==> config.mk <==
export PLATFORM = sky130hd
export DESIGN_NAME = fmcropping
export DESIGN_NICKNAME = d
export VERILOG_FILES = /design/src/rtl/fmcropping.sv
export SDC_FILE = /design/constraint.sdc
export NUM_CORES = 1
export LEC_CHECK = 0
export CAP_MARGIN = 20
export CORE_MARGIN = 2
export CORE_UTILIZATION = 25
export CTS_CLUSTER_DIAMETER = 100
export DETAILED_ROUTE_END_ITERATION = 8
export PLACE_DENSITY = 0.42
export REMOVE_ABC_BUFFERS = 1
export SLEW_MARGIN = 10
export SYNTH_ARGS = -nofsm -noshare
export SYNTH_HDL_FRONTEND = slang
export SYNTH_SLANG_ARGS = --single-unit
==> constraint.sdc <==
create_clock -name ap_clk -period 5.5 [get_ports ap_clk]
set_input_delay 1.375 -clock ap_clk [delete_from_list [all_inputs] [get_ports ap_clk]]
set_output_delay 1.375 -clock ap_clk [all_outputs]
set_load 0.01 [all_outputs]
==> src/rtl/fmcropping.sv <==
// rtl/fmcropping.sv - feature-map cropping: forwards the [XON,XOFF)x[YON,YOFF) window of a stream frame
module fmcropping #(
  parameter int XCOUNTER_BITS = 8,
  parameter int YCOUNTER_BITS = 8,
  parameter int NUM_CHANNELS  = 4,
  parameter int SIMD          = 2,
  parameter int ELEM_BITS     = 8,
  parameter int INIT_XON      = 1,
  parameter int INIT_XOFF     = 5,
  parameter int INIT_XEND     = 5,
  parameter int INIT_YON      = 1,
  parameter int INIT_YOFF     = 5,
  parameter int INIT_YEND     = 5,
  localparam int STREAM_BITS  = 8 * ((SIMD * ELEM_BITS + 7) / 8)
) (
  input  logic                   ap_clk,
  input  logic                   ap_rst_n,
  input  logic                   we,
  input  logic [2:0]             wa,
  input  logic [31:0]            wd,
  output logic                   s_axis_tready,
  input  logic                   s_axis_tvalid,
  input  logic [STREAM_BITS-1:0] s_axis_tdata,
  input  logic                   m_axis_tready,
  output logic                   m_axis_tvalid,
  output logic [STREAM_BITS-1:0] m_axis_tdata
);

  localparam int XB      = XCOUNTER_BITS;
  localparam int YB      = YCOUNTER_BITS;
  localparam int CF      = NUM_CHANNELS / SIMD;
  localparam int CF_BITS = (CF > 1) ? $clog2(CF) : 1;

  logic [XB-1:0] st_xon, st_xoff, st_xend, nx_xon, nx_xoff, nx_xend;
  logic [YB-1:0] st_yon, st_yoff, st_yend, nx_yon, nx_yoff, nx_yend;
  logic [XB-1:0] a_xon, a_xoff, a_xend, x;
  logic [YB-1:0] a_yon, a_yoff, a_yend, y;
  logic [CF_BITS-1:0] cf;
  logic keep, acc, load, ovld;
  logic [STREAM_BITS-1:0] odat;
  logic unused_wd;

  assign unused_wd = ^wd;

  // Staging values as they will be after this cycle's write; a boundary load uses these
  always_comb begin
    nx_xon  = st_xon;
    nx_xoff = st_xoff;
    nx_xend = st_xend;
    nx_yon  = st_yon;
    nx_yoff = st_yoff;
    nx_yend = st_yend;
    if (we) begin
      case (wa)
        3'd0: nx_xon  = wd[XB-1:0];
        3'd1: nx_xoff = wd[XB-1:0];
        3'd2: nx_xend = wd[XB-1:0];
        3'd3: nx_yon  = wd[YB-1:0];
        3'd4: nx_yoff = wd[YB-1:0];
        3'd5: nx_yend = wd[YB-1:0];
        default: ;
      endcase
    end
  end

  assign keep          = (x >= a_xon) && (x < a_xoff) && (y >= a_yon) && (y < a_yoff);
  assign s_axis_tready = !keep || !ovld || m_axis_tready;
  assign acc           = s_axis_tvalid && s_axis_tready;
  assign load          = (cf == '0) && (x == '0) && (y == '0) && !acc;
  assign m_axis_tvalid = ovld;
  assign m_axis_tdata  = odat;

  always_ff @(posedge ap_clk or negedge ap_rst_n) begin
    if (!ap_rst_n) begin
      st_xon  <= XB'(INIT_XON);
      st_xoff <= XB'(INIT_XOFF);
      st_xend <= XB'(INIT_XEND);
      st_yon  <= YB'(INIT_YON);
      st_yoff <= YB'(INIT_YOFF);
      st_yend <= YB'(INIT_YEND);
      a_xon   <= XB'(INIT_XON);
      a_xoff  <= XB'(INIT_XOFF);
      a_xend  <= XB'(INIT_XEND);
      a_yon   <= YB'(INIT_YON);
      a_yoff  <= YB'(INIT_YOFF);
      a_yend  <= YB'(INIT_YEND);
    end else begin
      st_xon  <= nx_xon;
      st_xoff <= nx_xoff;
      st_xend <= nx_xend;
      st_yon  <= nx_yon;
      st_yoff <= nx_yoff;
      st_yend <= nx_yend;
      if (load) begin
        a_xon  <= nx_xon;
        a_xoff <= nx_xoff;
        a_xend <= nx_xend;
        a_yon  <= nx_yon;
        a_yoff <= nx_yoff;
        a_yend <= nx_yend;
      end
    end
  end

  always_ff @(posedge ap_clk or negedge ap_rst_n) begin
    if (!ap_rst_n) begin
      cf <= '0;
      x  <= '0;
      y  <= '0;
    end else if (acc) begin
      if (cf == CF_BITS'(CF - 1)) begin
        cf <= '0;
        if (x == a_xend) begin
          x <= '0;
          y <= (y == a_yend) ? '0 : y + 1'b1;
        end else begin
          x <= x + 1'b1;
        end
      end else begin
        cf <= cf + 1'b1;
      end
    end
  end

  // Drain and load in the same cycle keeps ovld high so kept beats stream without bubbles
  always_ff @(posedge ap_clk or negedge ap_rst_n) begin
    if (!ap_rst_n) begin
      ovld <= 1'b0;
      odat <= '0;
    end else if (acc && keep) begin
      ovld <= 1'b1;
      odat <= s_axis_tdata;
    end else if (m_axis_tready) begin
      ovld <= 1'b0;
    end
  end

endmodule

==> flow_metrics.py <==
metrics = {
    "outcome": {
        "run_status": "finished clean",
    },
    "worst_setup_path": {
        "required_ps": 4120,
        "critPathKind": "register to output port",
        "cp_max_fo": 7,
        "r2r.worst_path.cells": 9,
        "r2r_end": "a_yon[6]$_DFFE_PN0P_",
        "worstReg2RegStart": "y[2]$_DFFE_PN0P_",
        "cp-end-kind": "output port",
        "cp-start-kind": "register",
        "crit_arrival_ps": 3100,
        "r2r_slack_ps": 2050,
    },
    "yosys": {
        "async_flop_share_pct": 100,
        "synth_edf_count": 0,
        "synthFlopType": "dfrtp_1",
        "yosysWarnings": 0,
        "ys_seq_area_share_pct": 53.5,
        "postSynthAreaPerCell_um2": 13.0,
        "synthCells": 472,
        "ys_types": 44,
        "synth.top_cell.area_share_pct": 45.0,
        "post-synth-top-count-cell": "dfrtp_1",
        "ys_ff_latch": 130,
        "synth.area.top_cells": "dfrtp_1 45%, mux2_2 17%, dfstp_2 8.6%, ha_1 6.9%, mux2_1 3.7%",
        "synth_top_cells_by_count": "110 x dfrtp_1, 92 x mux2_2, 34 x ha_1, 32 x inv_1, 29 x o21ai_0",
        "yosys.area.top_type": "dfrtp_1",
        "syn_area_um2": 6120,
    },
    "sta": {
        "fin_crit_sh_pct": 81.3,
        "finalHoldViolCount": 0,
        "setup_viol": 0,
        "slew_violations": 0,
        "relSlewSlack_pct": 40.4,
        "timing.fmax_ghz": 0.224,
        "layout_min_cycle_time_ps": 4470,
        "fin_tns_setup_ps": 0,
        "rsz0062_at_grt": "false",
        "finClkSkew_ps": 11.5,
        "tightestPinTransition_ps": 890,
    },
    "job": {
        "drv_cap": 0,
    },
    "drt": {
        "drcViolationCount": 0,
        "vias": 3780,
        "via_per_inst": 4.36,
        "wl_per_cell_um": 16.0,
        "first_iter_violations": 164,
        "ant_nets": 0,
        "drtPass1Iterations": 4,
        "drt-total-wl_um": 13900,
    },
    "clock_network": {
        "cts_resized": 0,
        "numCtsBuffers": 17,
        "clkSinkCount": 130,
        "h-tree-depth": 4,
        "clkLatencyLatePin_ps": 420,
        "postCtsHoldBufs": 0,
        "clk_path_buf_depth": 2,
        "clockRootBuffer": "clkbuf_16",
        "cts_tree": "done",
        "clk_pin_slew_ps": 50,
        "cts_setup_buffers": 0,
    },
    "layout": {
        "finish.utilization_pct": 31.2,
        "syn2layout_area_growth_pct": 23.1,
        "regArea_um2": 3280,
        "n_fill_cell": 2425,
        "final_layout_size_suffix_gt1_share_pct": 27.4,
        "final_nets": 623,
        "multi_input_area_um2": 2640,
        "diodes": 0,
    },
    "floorplanning": {
        "die_area_um2": 25800,
        "core_um2": 24200,
        "die_w_um": 160,
        "rows": 57,
        "io_pins": 74,
        "initial_core_util_pct": 25.3,
        "die_y_um": 160,
    },
    "placed_design": {
        "dp_hpwl_um": 9470,
        "place_congestion": 0.727,
        "portBuffers": 49,
    },
    "global_routing": {
        "grt_pass1_wl_um": 22800,
        "grt_antenna_before_repair": 0,
        "overflow": 0,
        "grt_pass1_vias": 4146,
        "grt_max_degree": 54,
        "grt_usage_pct": 11.5,
    },
    "worst_hold_path": {
        "min_delay_path_depth": 1,
        "min_to": "a_xon[3]$_DFFE_PN0P_",
        "hold_class": "register to register",
        "worstHoldStart": "a_xon[3]$_DFFE_PN0P_",
    },
    "pwr": {
        "powerDensity_nw_per_um2": 481,
        "p_leak_nw": 3.20,
        "peakVddDrop_mv": 0.223,
    },
}
-- logic make-up after synthesis --
kind of cell             count (synthesis)  synth area share [%]
flip-flops                             130                  53.5
multiplexers                           112                  20.6
XOR/XNOR                                17                  2.43
AO/OA/AOI/OAI                           56                  5.78
AND/OR/NAND/NOR                         79                  7.32
buffers and inverters                   44                  3.37
adder cells (fa/ha/maj)                 34                  6.95
-- through the flow --
step           total power, mW  worst slack [ps]  area [µm²]  hold slack [ps]  cells
2_1_floorplan             2.16              2250        6040              458    460
3_3_place_gp              2.52              1360        6970              468    838
3_5_place_dp              2.55              1340        6970              475    838
4_1_cts                   3.68               974        7540              487    867
5_1_grt                   3.89               837        7540              504    867
6_report                  3.62              1030        7540              484    867
-- report_power, final --
part	switching [mW]	leakage, nW	internal, mW
Combinational	0.440	1.34	0.563
Clock	0.399	0.278	0.706
Sequential	0.199	1.58	1.32
-- worst max path at each step --
stage                       endpoint  slack (ps)             start
3_5_place_dp           s_axis_tready        1340     m_axis_tready
6_report               s_axis_tready        1030  x[0]$_DFFE_PN0P_
2_1_floorplan  a_xend[7]$_DFFE_PN0P_        2250     m_axis_tready
4_1_cts                s_axis_tready         970  y[6]$_DFFE_PN0P_
5_1_grt                s_axis_tready         840  y[2]$_DFFE_PN0P_
3_3_place_gp           s_axis_tready        1360     m_axis_tready
-- critical path, stage by stage (launching register included) --
cell	delay, ps
dfrtp_1	490
inv_1	120
ha_1	280
nand2b_1	140
a2111oi_0	440
o31ai_1	180
nand4_1	280
or2_4	210
clkdlybuf4s50_1	550
-- layout make-up --
cell class                 instances  area share (%)
clock buffer                      24            6.52
clock inverter                     5            1.03
inverter                          32            1.59
multi-input combinational        298            35.0
sequential                       130            43.5
tap                              324            5.38
timing repair buffer              54            6.97
-- placed cells by master (no fill, tap or decap), types with 12 or more instances in the layout --
cell type          n
xnor2_1           17
clkdlybuf4s50_1   48
nor2_1            15
dfrtp_1          110
ha_1              34
mux2_1            20
dfstp_2           20
clkbuf_16         17
nand2b_1          12
mux2_2            92
nand2_1           13
inv_1             32
o21ai_0           29
-- routing by layer --
layer,up-vias,global-route usage [%],share of wire (%)
met4,0,3.36,0.81
li1,1799,-,-
met2,60,18.1,46
met1,1915,15.5,50
met5,-,0,0
met3,6,3.31,3.2
-- registers in the layout (all words and copies together), names as in the netlist --
signal / cells
m_axis_tdata: 16
st_yon: 8
a_xend: 8
st_xend: 8
a_yend: 8
st_yend: 8
cf: 1
y: 8
st_yoff: 8
st_xon: 8
x: 8
a_yon: 8
st_xoff: 8
a_xon: 8
m_axis_tvalid: 1
a_xoff: 8
a_yoff: 8
Note: power is estimated with default switching activity, not from simulation.
